[config.mk]
export PLATFORM = sky130hd
export DESIGN_NAME = enc8_3_seq
export DESIGN_NICKNAME = d
export VERILOG_FILES = /design/src/rtl/enc8_3_seq.sv
export SDC_FILE = /design/constraint.sdc
export NUM_CORES = 1
export LEC_CHECK = 0
export CAP_MARGIN = 20
export CORE_MARGIN = 2
export CORE_UTILIZATION = 30
export CTS_CLUSTER_DIAMETER = 120
export DETAILED_ROUTE_END_ITERATION = 6
export DONT_BUFFER_PORTS = 1
export PLACE_DENSITY = 0.55
export SLEW_MARGIN = 15
export SYNTH_ARGS = -nofsm -noshare
export SYNTH_HDL_FRONTEND = slang
export SYNTH_SLANG_ARGS = --single-unit
[constraint.sdc]
create_clock -name clk -period 1.87 [get_ports clk]
set_input_delay 0 -clock clk [delete_from_list [all_inputs] [get_ports clk]]
set_output_delay 0 -clock clk [all_outputs]
set_load 0.01 [all_outputs]
[src/rtl/enc8_3_seq.sv]
// enc8_3_seq: sequential 8-to-3 encoder.
// Accepts a multi-hot 8-bit request vector and emits the index of each set
// bit, one per valid/ready handshake, in priority order.
// LSB_FIRST=1 emits the lowest set index first; LSB_FIRST=0 emits the highest first.
module enc8_3_seq #(
  parameter bit LSB_FIRST = 1'b1
) (
  input  logic       clk,
  input  logic       rst_n,
  input  logic [7:0] inp,
  input  logic       inp_valid,
  output logic       inp_ready,
  output logic [2:0] out,
  output logic       out_valid,
  input  logic       out_ready,
  output logic       out_last,
  output logic       zero_err
);

  typedef enum logic {
    IDLE = 1'b0,
    EMIT = 1'b1
  } state_t;

  state_t     state_q, state_d;
  logic [7:0] pend_q, pend_d;
  logic       zero_err_q, zero_err_d;

  logic [2:0] sel_idx;
  logic [7:0] sel_mask;
  logic       one_left;

  // Priority encode of the pending set; the last matching iteration wins,
  // so the scan direction decides which end has priority.
  always_comb begin
    sel_idx = 3'd0;
    if (LSB_FIRST) begin
      for (int i = 7; i >= 0; i--) begin
        if (pend_q[i]) sel_idx = 3'(i);
      end
    end else begin
      for (int i = 0; i < 8; i++) begin
        if (pend_q[i]) sel_idx = 3'(i);
      end
    end
  end

  // Mask of the bit being emitted, and "exactly one bit pending" detect.
  always_comb begin
    sel_mask = 8'd1 << sel_idx;
    one_left = (pend_q != 8'd0) && ((pend_q & (pend_q - 8'd1)) == 8'd0);
  end

  // Next-state and output decode. Outputs depend only on registered state,
  // so an asynchronous reset drops out_valid without waiting for an edge.
  always_comb begin
    state_d    = state_q;
    pend_d     = pend_q;
    zero_err_d = 1'b0;
    inp_ready  = 1'b0;
    out_valid  = 1'b0;
    out        = 3'd0;
    out_last   = 1'b0;
    case (state_q)
      IDLE: begin
        inp_ready = 1'b1;
        if (inp_valid) begin
          if (inp != 8'd0) begin
            pend_d  = inp;
            state_d = EMIT;
          end else begin
            // Nothing to emit; flag it for one cycle and stay idle.
            zero_err_d = 1'b1;
          end
        end
      end
      EMIT: begin
        out_valid = 1'b1;
        out       = sel_idx;
        out_last  = one_left;
        if (out_ready) begin
          pend_d = pend_q & ~sel_mask;
          if (one_left) state_d = IDLE;
        end
      end
      default: begin
        state_d = IDLE;
        pend_d  = 8'd0;
      end
    endcase
  end

  // State, pending-index and error-pulse registers.
  always_ff @(posedge clk or negedge rst_n) begin
    if (!rst_n) begin
      state_q    <= IDLE;
      pend_q     <= 8'd0;
      zero_err_q <= 1'b0;
    end else begin
      state_q    <= state_d;
      pend_q     <= pend_d;
      zero_err_q <= zero_err_d;
    end
  end

  assign zero_err = zero_err_q;

endmodule

After elaboration in Yosys (flattened, before gate mapping)
Index checks and enable logic that the tools add are counted.
{ "totals": {"latchBits": 0, "word_cells": 41, "inputBits": 12, "ff_bits": 10, "romBits": 0, "ram_bits": 0, "out_inout_bits": 7, "mem_count": 0} }
{ "classes": {"bitwise_logic": 4, "multipliers": 0, "div": 0, "n_mux": 24, "eq_ne": 3, "n_reduce_logical": 5, "shift": 1, "add_sub_neg": 1, "magnitude_cmp": 0} }
{ "op_table": {"columns": ["cell", "n"], "rows": [
  ["3-bit two-way mux", 9],
  ["8-bit two-way mux", 3],
  ["8-bit AND", 2],
  ["8-bit case mux with 2 select lines", 1],
  ["8-bit nonzero test", 2],
  ["1-bit two-way mux", 10],
  ["8-bit zero test", 1],
  ["8-bit inverter", 1],
  ["1-bit by 3-bit << shifter with 8-bit output, first input constant", 1],
  ["8-bit by 1-bit subtractor with 8-bit output, second input constant", 1],
  ["2-bit != test, second input constant", 3],
  ["3-bit AND reduction", 1],
  ["1-bit case mux with 2 select lines", 1],
  ["1-bit logical AND", 1],
  ["1-bit inverter", 1]
]} }

Longest topological paths before layout
{ "depth": {"word_depth": 13, "ltp_mapped": 7, "mapped_depth_nobuf": 5} }

Least setup slack after synthesis
OpenSTA, ideal clock, no wires.
{ "synth_timing": {"path_type": "reg-to-reg", "from": "reg pend_q[2]", "to": "reg state_q", "stages_incl_launch_ff": 5, "slack_ns": 0.168, "path_buffers": 0, "setup_ns": 0.126, "required_ns": 1.744, "period_less_slack_ns": 1.702, "arrival_time_ns": 1.576, "path_cell_list": "dfrtp_1 > or4_4 > a2111oi_4 > a21oi_1 > o32a_1"} }
{ "synth_between": {"elab_chain_len": 7, "word_cells_on_any_way": 8, "cone_classes": "1 x add/sub; 3 x mux; 1 x bitwise; 3 x reduce/logical"} }
{ "synth_lines": {"columns": ["item", "line", "source"], "rows": [
  ["start: declaration", "26", "logic [7:0] pend_q, pend_d;"],
  ["start signal: assignment", "101", "pend_q <= pend_d;"],
  ["8-bit by 1-bit subtractor with 8-bit output", "51", "one_left = (pend_q != 8'd0) && ((pend_q & (pend_q - 8'd1)) == 8'd0);"],
  ["8-bit AND", "51", null],
  ["8-bit zero test", "51", null],
  ["1-bit logical AND (*)", "51", null],
  ["1-bit two-way mux (*)", "83", "if (one_left) state_d = IDLE;"],
  ["1-bit two-way mux (*)", "81", "if (out_ready) begin"],
  ["1-bit case mux with 2 select lines (*)", "64", "case (state_q)"],
  ["named net state_d", "25", "state_t state_q, state_d;"],
  ["end signal: assignment", "100", "state_q <= state_d;"],
  ["end: declaration", "25", null]
]} }
Mark *: on every way through the listed nets, which the timed path passes. The rest lies on a longest branch.
A chain may end at the register's enable or synchronous reset.

Worst setup path after layout
{ "layout_timing": {"from": "reg pend_q[4]", "to": "out out_last"} }
{ "layout_between": {"elab_chain_len": 5, "word_cells_on_any_way": 6, "cone_classes": "1 x add/sub; 1 x mux; 1 x bitwise; 3 x reduce/logical"} }
{ "layout_lines": {"columns": ["item", "line", "source"], "rows": [
  ["8-bit by 1-bit subtractor with 8-bit output", "51", null],
  ["8-bit AND", "51", null],
  ["8-bit zero test", "51", null],
  ["1-bit logical AND (*)", "51", null],
  ["1-bit two-way mux (*)", "64", null],
  ["end: declaration", "16", "output logic out_last,"]
]} }
Every way passes the cells marked *; elsewhere a longest branch is shown, timed or not.

==> results.md <==
* Outcome: complete, but fails checks
* Violated checks: negative hold slack
* Crit-path leading delay family: compound AO/OA/AOI/OAI gates
* Vias in the first global route at 727
* Yosys cell types at 37
* Leading area contributor after synthesis: dfrtp_1
* Mapped cell area at 682 sq um
* Setup crit end kind: primary output
* FFs w/ async S/R, synth at 100%
* TritonCTS clock tree: built
* Multi-input combinational cell area at 404 sq um
* EDFF count, synth at 0
* Hold_sp: out_ready
* Top post-synthesis cells by area: dfrtp_1, a22o_1, nand2_1
* Clock-pin slew on the worst setup and hold paths at 0.07 ns
* Fin. Hold Viols at 1
* Gpl congestion at 0.808
* Least-Margin Pin Slew at 0.477 ns
* Sequential cell area at 253 sq um
* Min Tclk post-route at 1.77 ns
* Flop and latch count out of synthesis at 10
* Core Util, Final at 40.0%
* CP max stage cell: dfrtp_2
* Num CTS Buffers at 3
* CP cell instances: and2_1 > a211oi_1 > a21oi_1 > o31a_2 > nor3_2
* Initial Util at 31.4%
* Vias per cell at 6.11
* Final Cycle Share at 94.4%
* Root buffer cell: clkbuf_4
* Port buffer count at 0
* Initial antenna violation count at 0
* Pleak at 0.362 nW
* Commonest non-fill, non-tap cell in the layout: dlygate4sd3_1
* Hold Path Class: in2reg
* Setup CP Type: reg2out
* Drt total wl at 1990 um
* First-pass GRT wire length at 3360 um
* Syn Area/Cell at 9.09 sq um
* Core Region at 2170 sq um
* Crit. Startpoint: pend_q[4]
* Seq/Total Area, Yosys at 36.7%
* Peak supply drop at 0.803 mV
* Power density cells at 1700 nW/um^2
* Fillers at 235
* Count of boundary I/O pins at 19
* Critical path launch point type: flip-flop
* Crit-path max cell delay at 0.49 ns
* CP bufs+invs at 0
* GRT overflow at 0
* Post-DRT Antenna Nets at 0
* Mapped Nets at 87
* Die width at 51.7 um
* H-tree levels at 1
* Largest net degree at the start of global routing at 11
* Final instance area at 867 sq um
* First DRT Iteration DRCs at 19
* Mapped Cells at 75
* Clk buf depth at 2
* Leading cell types in the layout, fill and taps excluded: dlygate4sd3_1, nand2_1, dfrtp_1, nor2_1, buf_4
* Final setup vio count at 0
* Vias at 721
* Max_slew headroom at 68.1%
* Top_reg_cell synth: dfrtp_1
* Max-Cap Viols at 0
* Area grow syn2layout at 27.2%
* F_max at 566 MHz
* Diode count at 0
* Tot GR Track Use at 16.8%
* YS warnings at 0
* RSZ-0062 raised after global routing: false
* Layout cells sized above 1 at 22.2%
* Clock skew at 0.00522 ns
* Clk sinks at 10
* Die area at 2670 sq um
* Setup_tns at 0 ns
* CP arrival at 1.77 ns
* CP required at 1.87 ns
* Worst-skew pair later-pin latency at 0.27 ns
* Nets at 104
* Hold_ws at -0.000319 ns
* WL per Instance at 16.8 um
* Worst reg2reg startpoint: pend_q[7]
* DR DRC count at 0
* Yosys top cell area share at 36.7%
* Max-slew violations at 0
* Post-detail-place hpwl at 1420 um
* Area after DPL at 737 sq um
* Std-Cell Rows at 17
* Die height at 51.7 um
* DRT Pass-1 Iters at 4
* Maximum fanout along the worst path at 9
==> per-layer routing <==
| layer | part of all wire [%] | routed length (um) | vias to the layer above | global-route usage, % |
|---|---|---|---|---|
| li1 | - | - | 320 | - |
| met1 | 45 | 892 | 353 | 21.9 |
| met2 | 45 | 900 | 46 | 26.7 |
| met3 | 9.4 | 187 | 2 | 6.32 |
| met4 | 0.30 | 6 | 0 | 3.07 |
| met5 | 0 | 0 | - | 0 |
==> where the power goes <==
part | internal [mW] | switching (mW) | total [mW]
Sequential | 0.306 | 0.139 | 0.445
Clock | 0.0745 | 0.0787 | 0.153
Combinational | 0.383 | 0.490 | 0.873
Total | 0.763 | 0.708 | 1.47
==> cell families after synthesis <==
kind of cell	count (synthesis)	synth area share, %
buf+inv	6	4.77
flops	10	36.7
simple gates	33	26.1
compound gates	26	32.5
==> timing repair <==
item	in CTS	in global routing
hold buffers	10	0
endpoints found under the hold margin	20	0
buffers inserted	0	0
setup endpoints to repair	1	1
gates resized for setup	2	1
==> worst paths after layout <==
kind | to | slack (ns) | depth (start not counted)
max | out_last | 0.10 | 5
min | pend_q[0] | -0.0003 | 3
max reg2reg | pend_q[2] | 0.11 | 5
min reg2reg | pend_q[1] | 0.66 | 2
max in group asynchronous | pend_q[4] | 1.40 | 1
min in group asynchronous | pend_q[3] | 0.12 | 1
==> Yosys cell counts (2+ instances only) <==
cell type   n
nor3_1      5
nand2b_1    2
nor2_1      7
inv_1       2
o21ai_0     2
a22o_1      4
dfrtp_1    10
o31ai_1     2
a21oi_1     3
nand2_1     9
nor4_1      2
buf_2       2
==> registers in the layout, summed over array words and instances, names as in the netlist <==
| signal | flops |
|---|---|
| pend_q | 8 |
| state_q | 1 |
| zero_err | 1 |
==> worst register-to-register path, stage by stage (launching register included) <==
cell	delay, ns
dfrtp_1	0.47
nor4_2	0.48
nor2_1	0.09
o21bai_1	0.29
nand2_1	0.10
a22o_2	0.21
==> cell type report <==
| class | count | share of cell area, % |
|---|---|---|
| Clock buffer | 3 | 2.60 |
| Inverter | 2 | 0.866 |
| Multi-Input combinational cell | 59 | 46.6 |
| Sequential cell | 10 | 29.1 |
| Tap cell | 28 | 4.04 |
| Timing Repair Buffer | 16 | 16.7 |
==> through the flow <==
| step | setup WS [ns] | power, mW | cells |
|---|---|---|---|
| finish | 0.104 | 1.47 | 118 |
| detailed placement | 0.121 | 1.26 | 105 |
| global placement | 0.127 | 1.26 | 105 |
| floorplan | 0.168 | 1.06 | 75 |
| CTS | 0.0201 | 1.45 | 118 |
| global route | 0.00388 | 1.58 | 118 |
No activity file was read; power rests on OpenSTA's default activity.
